<file path="config.mk">
export PLATFORM = sky130hd
export DESIGN_NAME = univ_shift_reg
export DESIGN_NICKNAME = d
export VERILOG_FILES = /design/src/rtl/univ_shift_reg.sv
export SDC_FILE = /design/constraint.sdc
export NUM_CORES = 1
export LEC_CHECK = 0
export ABC_AREA = 1
export BUFFER_PORTS_ARGS = -buffer_cell sky130_fd_sc_hd__clkbuf_2
export CAP_MARGIN = 40
export CORE_MARGIN = 2
export CORE_UTILIZATION = 45
export DETAILED_ROUTE_END_ITERATION = 16
export PLACE_DENSITY = 0.83
export SYNTH_ARGS = -nofsm -noshare
export SYNTH_HDL_FRONTEND = slang
export SYNTH_SLANG_ARGS = --single-unit
</file>
<file path="constraint.sdc">
create_clock -name i_clk -period 1.4 [get_ports i_clk]
set_clock_uncertainty 0.05 [all_clocks]
set_input_delay 0.14 -clock i_clk [delete_from_list [all_inputs] [get_ports i_clk]]
set_output_delay 0.14 -clock i_clk [all_outputs]
set_load 0.03 [all_outputs]
</file>
<file path="src/rtl/univ_shift_reg.sv">
// Universal shift register with parallel load, single-step shift/rotate
// operations and a counted burst mode driven by a small IDLE/BURST FSM.
module univ_shift_reg #(
    parameter int WIDTH = 8,
    parameter int CNT_W = 4
) (
    input  logic             i_clk,
    input  logic             i_rstn,
    input  logic             i_en,
    input  logic [2:0]       i_mode,
    input  logic             i_sin_l,
    input  logic             i_sin_r,
    input  logic             i_load,
    input  logic [WIDTH-1:0] i_pdata,
    input  logic             i_start,
    input  logic [CNT_W-1:0] i_nshift,
    output logic [WIDTH-1:0] o_out,
    output logic             o_sout_msb,
    output logic             o_sout_lsb,
    output logic             o_busy,
    output logic             o_done
);

    typedef enum logic {
        IDLE  = 1'b0,
        BURST = 1'b1
    } state_t;

    localparam logic [2:0] MODE_HOLD = 3'b000;
    localparam logic [2:0] MODE_SHL  = 3'b001;
    localparam logic [2:0] MODE_SHR  = 3'b010;
    localparam logic [2:0] MODE_ROL  = 3'b011;
    localparam logic [2:0] MODE_ROR  = 3'b100;
    localparam logic [2:0] MODE_ASR  = 3'b101;

    localparam logic [CNT_W-1:0] CNT_ZERO = '0;
    localparam logic [CNT_W-1:0] CNT_ONE  = CNT_W'(1);

    state_t           state_q, state_d;
    logic [WIDTH-1:0] out_q, out_d;
    logic [CNT_W-1:0] cnt_q, cnt_d;
    logic [2:0]       mode_q, mode_d;
    logic             done_q, done_d;

    // One step of the selected operation; unused mode codes hold the value.
    function automatic logic [WIDTH-1:0] apply_op(
        input logic [2:0]       mode,
        input logic [WIDTH-1:0] cur,
        input logic             sin_l,
        input logic             sin_r
    );
        logic [WIDTH-1:0] res;
        res = cur;
        case (mode)
            MODE_SHL: res = {cur[WIDTH-2:0], sin_l};
            MODE_SHR: res = {sin_r, cur[WIDTH-1:1]};
            MODE_ROL: res = {cur[WIDTH-2:0], cur[WIDTH-1]};
            MODE_ROR: res = {cur[0], cur[WIDTH-1:1]};
            MODE_ASR: res = {cur[WIDTH-1], cur[WIDTH-1:1]};
            default:  res = cur;
        endcase
        return res;
    endfunction

    // Register all state; reset clears everything immediately, so a burst
    // interrupted by reset never produces a done pulse.
    always_ff @(posedge i_clk or negedge i_rstn) begin
        if (!i_rstn) begin
            state_q <= IDLE;
            out_q   <= '0;
            cnt_q   <= '0;
            mode_q  <= MODE_HOLD;
            done_q  <= 1'b0;
        end else begin
            state_q <= state_d;
            out_q   <= out_d;
            cnt_q   <= cnt_d;
            mode_q  <= mode_d;
            done_q  <= done_d;
        end
    end

    // Next-state logic in priority order: load, running burst, start, step.
    always_comb begin
        state_d = state_q;
        out_d   = out_q;
        cnt_d   = cnt_q;
        mode_d  = mode_q;
        done_d  = 1'b0;

        if (i_load) begin
            out_d   = i_pdata;
            state_d = IDLE;
            cnt_d   = CNT_ZERO;
        end else if (state_q == BURST) begin
            out_d = apply_op(mode_q, out_q, i_sin_l, i_sin_r);
            if (cnt_q == CNT_ONE) begin
                state_d = IDLE;
                cnt_d   = CNT_ZERO;
                done_d  = 1'b1;
            end else begin
                cnt_d = cnt_q - CNT_ONE;
            end
        end else if (i_start) begin
            if (i_nshift != CNT_ZERO) begin
                state_d = BURST;
                cnt_d   = i_nshift;
                mode_d  = i_mode;
            end else begin
                done_d = 1'b1;
            end
        end else if (i_en) begin
            out_d = apply_op(i_mode, out_q, i_sin_l, i_sin_r);
        end
    end

    assign o_out      = out_q;
    assign o_sout_msb = out_q[WIDTH-1];
    assign o_sout_lsb = out_q[0];
    assign o_busy     = (state_q == BURST);
    assign o_done     = done_q;

endmodule

</file>
==> summary.md <==
| Metric | Value |
|---|---|
| Rel. slew slack | 0.699 |
| Die area | 3810 um^2 |
| Mux contribution to synthesized area | 0 |
| CP Max Fanout | 6 |
| Arr. time, crit path | 1.52 ns |
| Clock share of power | 0.114 |
| Worst hold endpoint | o_done |
| Final setup fails | 0 |
| Worst setup EP type | flip-flop |
| Fmax | 728 MHz |
| Syn Nets | 255 |
| Clock tree from TritonCTS | done |
| Synth Area in Simple Gates | 0.432 |
| Worst R2R Path Depth | 8 |
| Max cap viols | 0 |
| Main combinational cell family by area after synthesis | simple AND/OR/NAND/NOR gates |
| Fin crit share | 0.981 |
| Adder-cell area share of the yosys netlist | 0.0334 |
| Initial antenna violation count | 0 |
| Int Pwr | between 1000 and 1500 uW |
| Root Buffer | clkbuf_4 |
| Pre-CTS setup slack | -0.0460 ns |
| Crit Path Category | flip-flop to flip-flop |
| Comb power frac | 0.578 |
| Hold wc startpoint | i_start |
| N_diodes | 0 |
| Die width | a little over 60 um |
| Clock transition at path regs | between 0.1 and 0.15 ns |
| Hold_ws | between 0.07 and 0.08 ns |
| Die height | a little over 60 um |
| Area of the mapped netlist | 1500 um^2 |
| Residual DRC | 0 |
| RSZ-0062 raised after global routing | yes |
| ANT nets after route | 0 |
| XOR/XNOR Fraction of Synth Area | 0.00585 |
| Switching power | 1230 uW |
| CTS sink cnt | 17 |
| Endpoints failing hold | 0 |
| Vias in the first global route | ~1500 |
| Synth area leaders | dfrtp_1 28%, nand2_1 17%, nand3_1 9.4% |
| Reg2reg setup slack | approximately 0.027 ns |
| Vias per cell | 5.13 |
| Clk buf depth | 2 |
| Sequential-to-total area share from yosys stat | 0.284 |
| Power, Total | 2500 uW |
| Largest area contributor in the netlist | dfrtp_1 |
| CP Data Required Time | 1.54 ns |
| Post-layout util | 0.641 |
| H-tree lvl count | 1 |
| Peak VDD IR | approximately 0.00065 V |
| #FFs+latches synth | 17 |
| Measured slew at the worst slew-check pin | 0.451 ns |
| Sw Ratio | 0.494 |
| Compound-Gate Fraction of Synth Area | 0.114 |
| Routed length per placed instance | approximately 13 um |
| Outcome | finished, final reports clean |
| Min-delay worst type | primary input to flip-flop |
| Skew-Pair Late Insertion Delay | 0.30 ns |
| Post-synth top area share | 0.284 |
| Initial Util | 0.483 |
| Seq pwr share | 0.308 |
| GP Congestion | 0.899 |
| Port Buffers | 33 |
| Routed wire length | between 4000 and 5000 um |
| Nets | 312 |
| R2r endpoint | o_out[1] |
| Num ports | 34 |
| Share of cells above drive strength 1 | 0.326 |
| Synth-to-Final Area Change | 32.8% |
| Core area | 3100 um^2 |
| Flip-flop and latch area | 428 um^2 |
| Row cnt | 20 |
| Syn. warnings | 0 |
| Mapped Cells | about 230 |
| Largest net degree at the start of global routing | 18 |
| Vias | 1688 |
| WHS Path Cells | 3 |
| PwrDens | around 1300 nW/um^2 |
| Global-route wire length before repair | 6530 um |
| Footprint of the multi-input gates | approximately 960 um^2 |
| CTS buffer count | 3 |
| Fillcell total | 273 |
| Syn avg cell area | roughly 6.5 um^2 |
| Setup_tns | 0 ns |
| Post-route minimum period | roughly 1.4 ns |
| Drt first pass iters | 4 |
| Detailed placement HPWL | 3050 um |
| Global route overflow | 0 |
| Final Slew Violations | 0 |
| PnR worst setup slack | ~0.027 ns |
| Total Routing Usage GR | 0.230 |
| Critical Path Source Type | flip-flop |
| Netlist cell types | 27 |
| LEAKAGE | 0.00110 uW |
| Drt initial violations | 124 |
| Worst R2R Start | mode_q[2] |
[power by group through the flow]
stage	clock, uW	sequential, uW	combinational [uW]
floorplan	0	886	724
global placement	0	761	1200
detailed placement	0	766	1220
CTS	284	760	1290
global route	307	785	1580
finish	286	769	1440
[placed cells by master, fill, tap and decap left out, drive strengths merged]
master | netlist | routed
nand4 | 4 | 4
o22ai | 6 | 6
clkinvlp | 0 | 1
a31oi | 1 | 1
buf | 5 | 22
xnor2 | 1 | 1
nand2 | 72 | 73
clkbuf | 0 | 36
o21ai | 15 | 15
inv | 39 | 39
a21boi | 1 | 1
nor2 | 24 | 24
nand3 | 35 | 35
dfrtp | 17 | 17
a21oi | 5 | 5
ha | 4 | 4
dlygate4sd3 | 0 | 1
[registers in the layout, summed over array words and instances (netlist names)]
register	flops
cnt_q	4
mode_q	3
o_out	8
o_done	1
o_busy	1
[through the flow]
stage	instances	cell area [um^2]
floorplan	229	1500
global placement	315	1790
detailed placement	315	1790
CTS	321	1880
global route	329	1990
finish	329	1990
[layout make-up]
type                       instances  share of cell area
sequential                        17               0.215
tap                               44              0.0277
timing repair buffer              56               0.186
clock inverter                     1             0.00377
inverter                          39              0.0761
multi-input combinational        169               0.481
clock buffer                       3              0.0113
[Yosys cell counts]
cell type and n:
a21boi_0 1, a21oi_1 5, a31oi_1 1, buf_4 3
buf_6 2, dfrtp_1 17, ha_1 4, inv_1 34
inv_2 4, inv_6 1, nand2_1 68, nand2_2 3
nand2_4 1, nand3_1 28, nand3_2 6, nand3_4 1
nand4_1 4, nor2_1 20, nor2_2 2, nor2_4 1
nor2_8 1, o21ai_0 10, o21ai_1 2, o21ai_2 2
o21ai_4 1, o22ai_1 6, xnor2_1 1
[critical path, cell delays in order (launching register included)]
cell and delay (ns):
dfrtp_2 0.49, inv_2 0.11, o21ai_4 0.07, nand3_2 0.07, nand3_4 0.13, inv_6 0.11, nand3_2 0.08, nor2_1 0.10
nor2_1 0.05
[kinds of logic after synthesis]
logic type / after synthesis
xor gates and xnor gates: 1
AOI/OAI and AO/OA: 28
and+or+nand+nor: 135
DFF: 17
buffers and inverters: 44
adders and majority gates: 4
[repair_timing]
action	4_1_cts	5_1_grt
pin swaps	0	13
gates resized for setup	5	13
endpoints found under the hold margin	17	0
gates cloned	0	1
setup endpoints to repair	4	13
hold buffers	1	0
setup buffers	1	7
[worst max-delay path by stage]
stage / from / slack, ns / to
CTS: mode_q[1] / 0.006 / o_out[1]
detailed placement: i_mode[1] / -0.05 / o_out[0]
global placement: i_mode[1] / 0.02 / o_out[0]
floorplan: o_busy / 0.003 / o_out[7]
finish: mode_q[2] / 0.03 / o_out[1]
global route: mode_q[1] / -0.06 / o_out[2]
[metal layers]
| layer | up-vias | share of wire | global-route usage |
|---|---|---|---|
| met1 | 787 | 0.44 | 0.294 |
| met4 | 0 | 0.019 | 0.0729 |
| met3 | 8 | 0.038 | 0.0269 |
| met2 | 49 | 0.50 | 0.406 |
| met5 | - | 0 | 0 |
| li1 | 844 | - | - |
(Power assumes the default switching activity.)
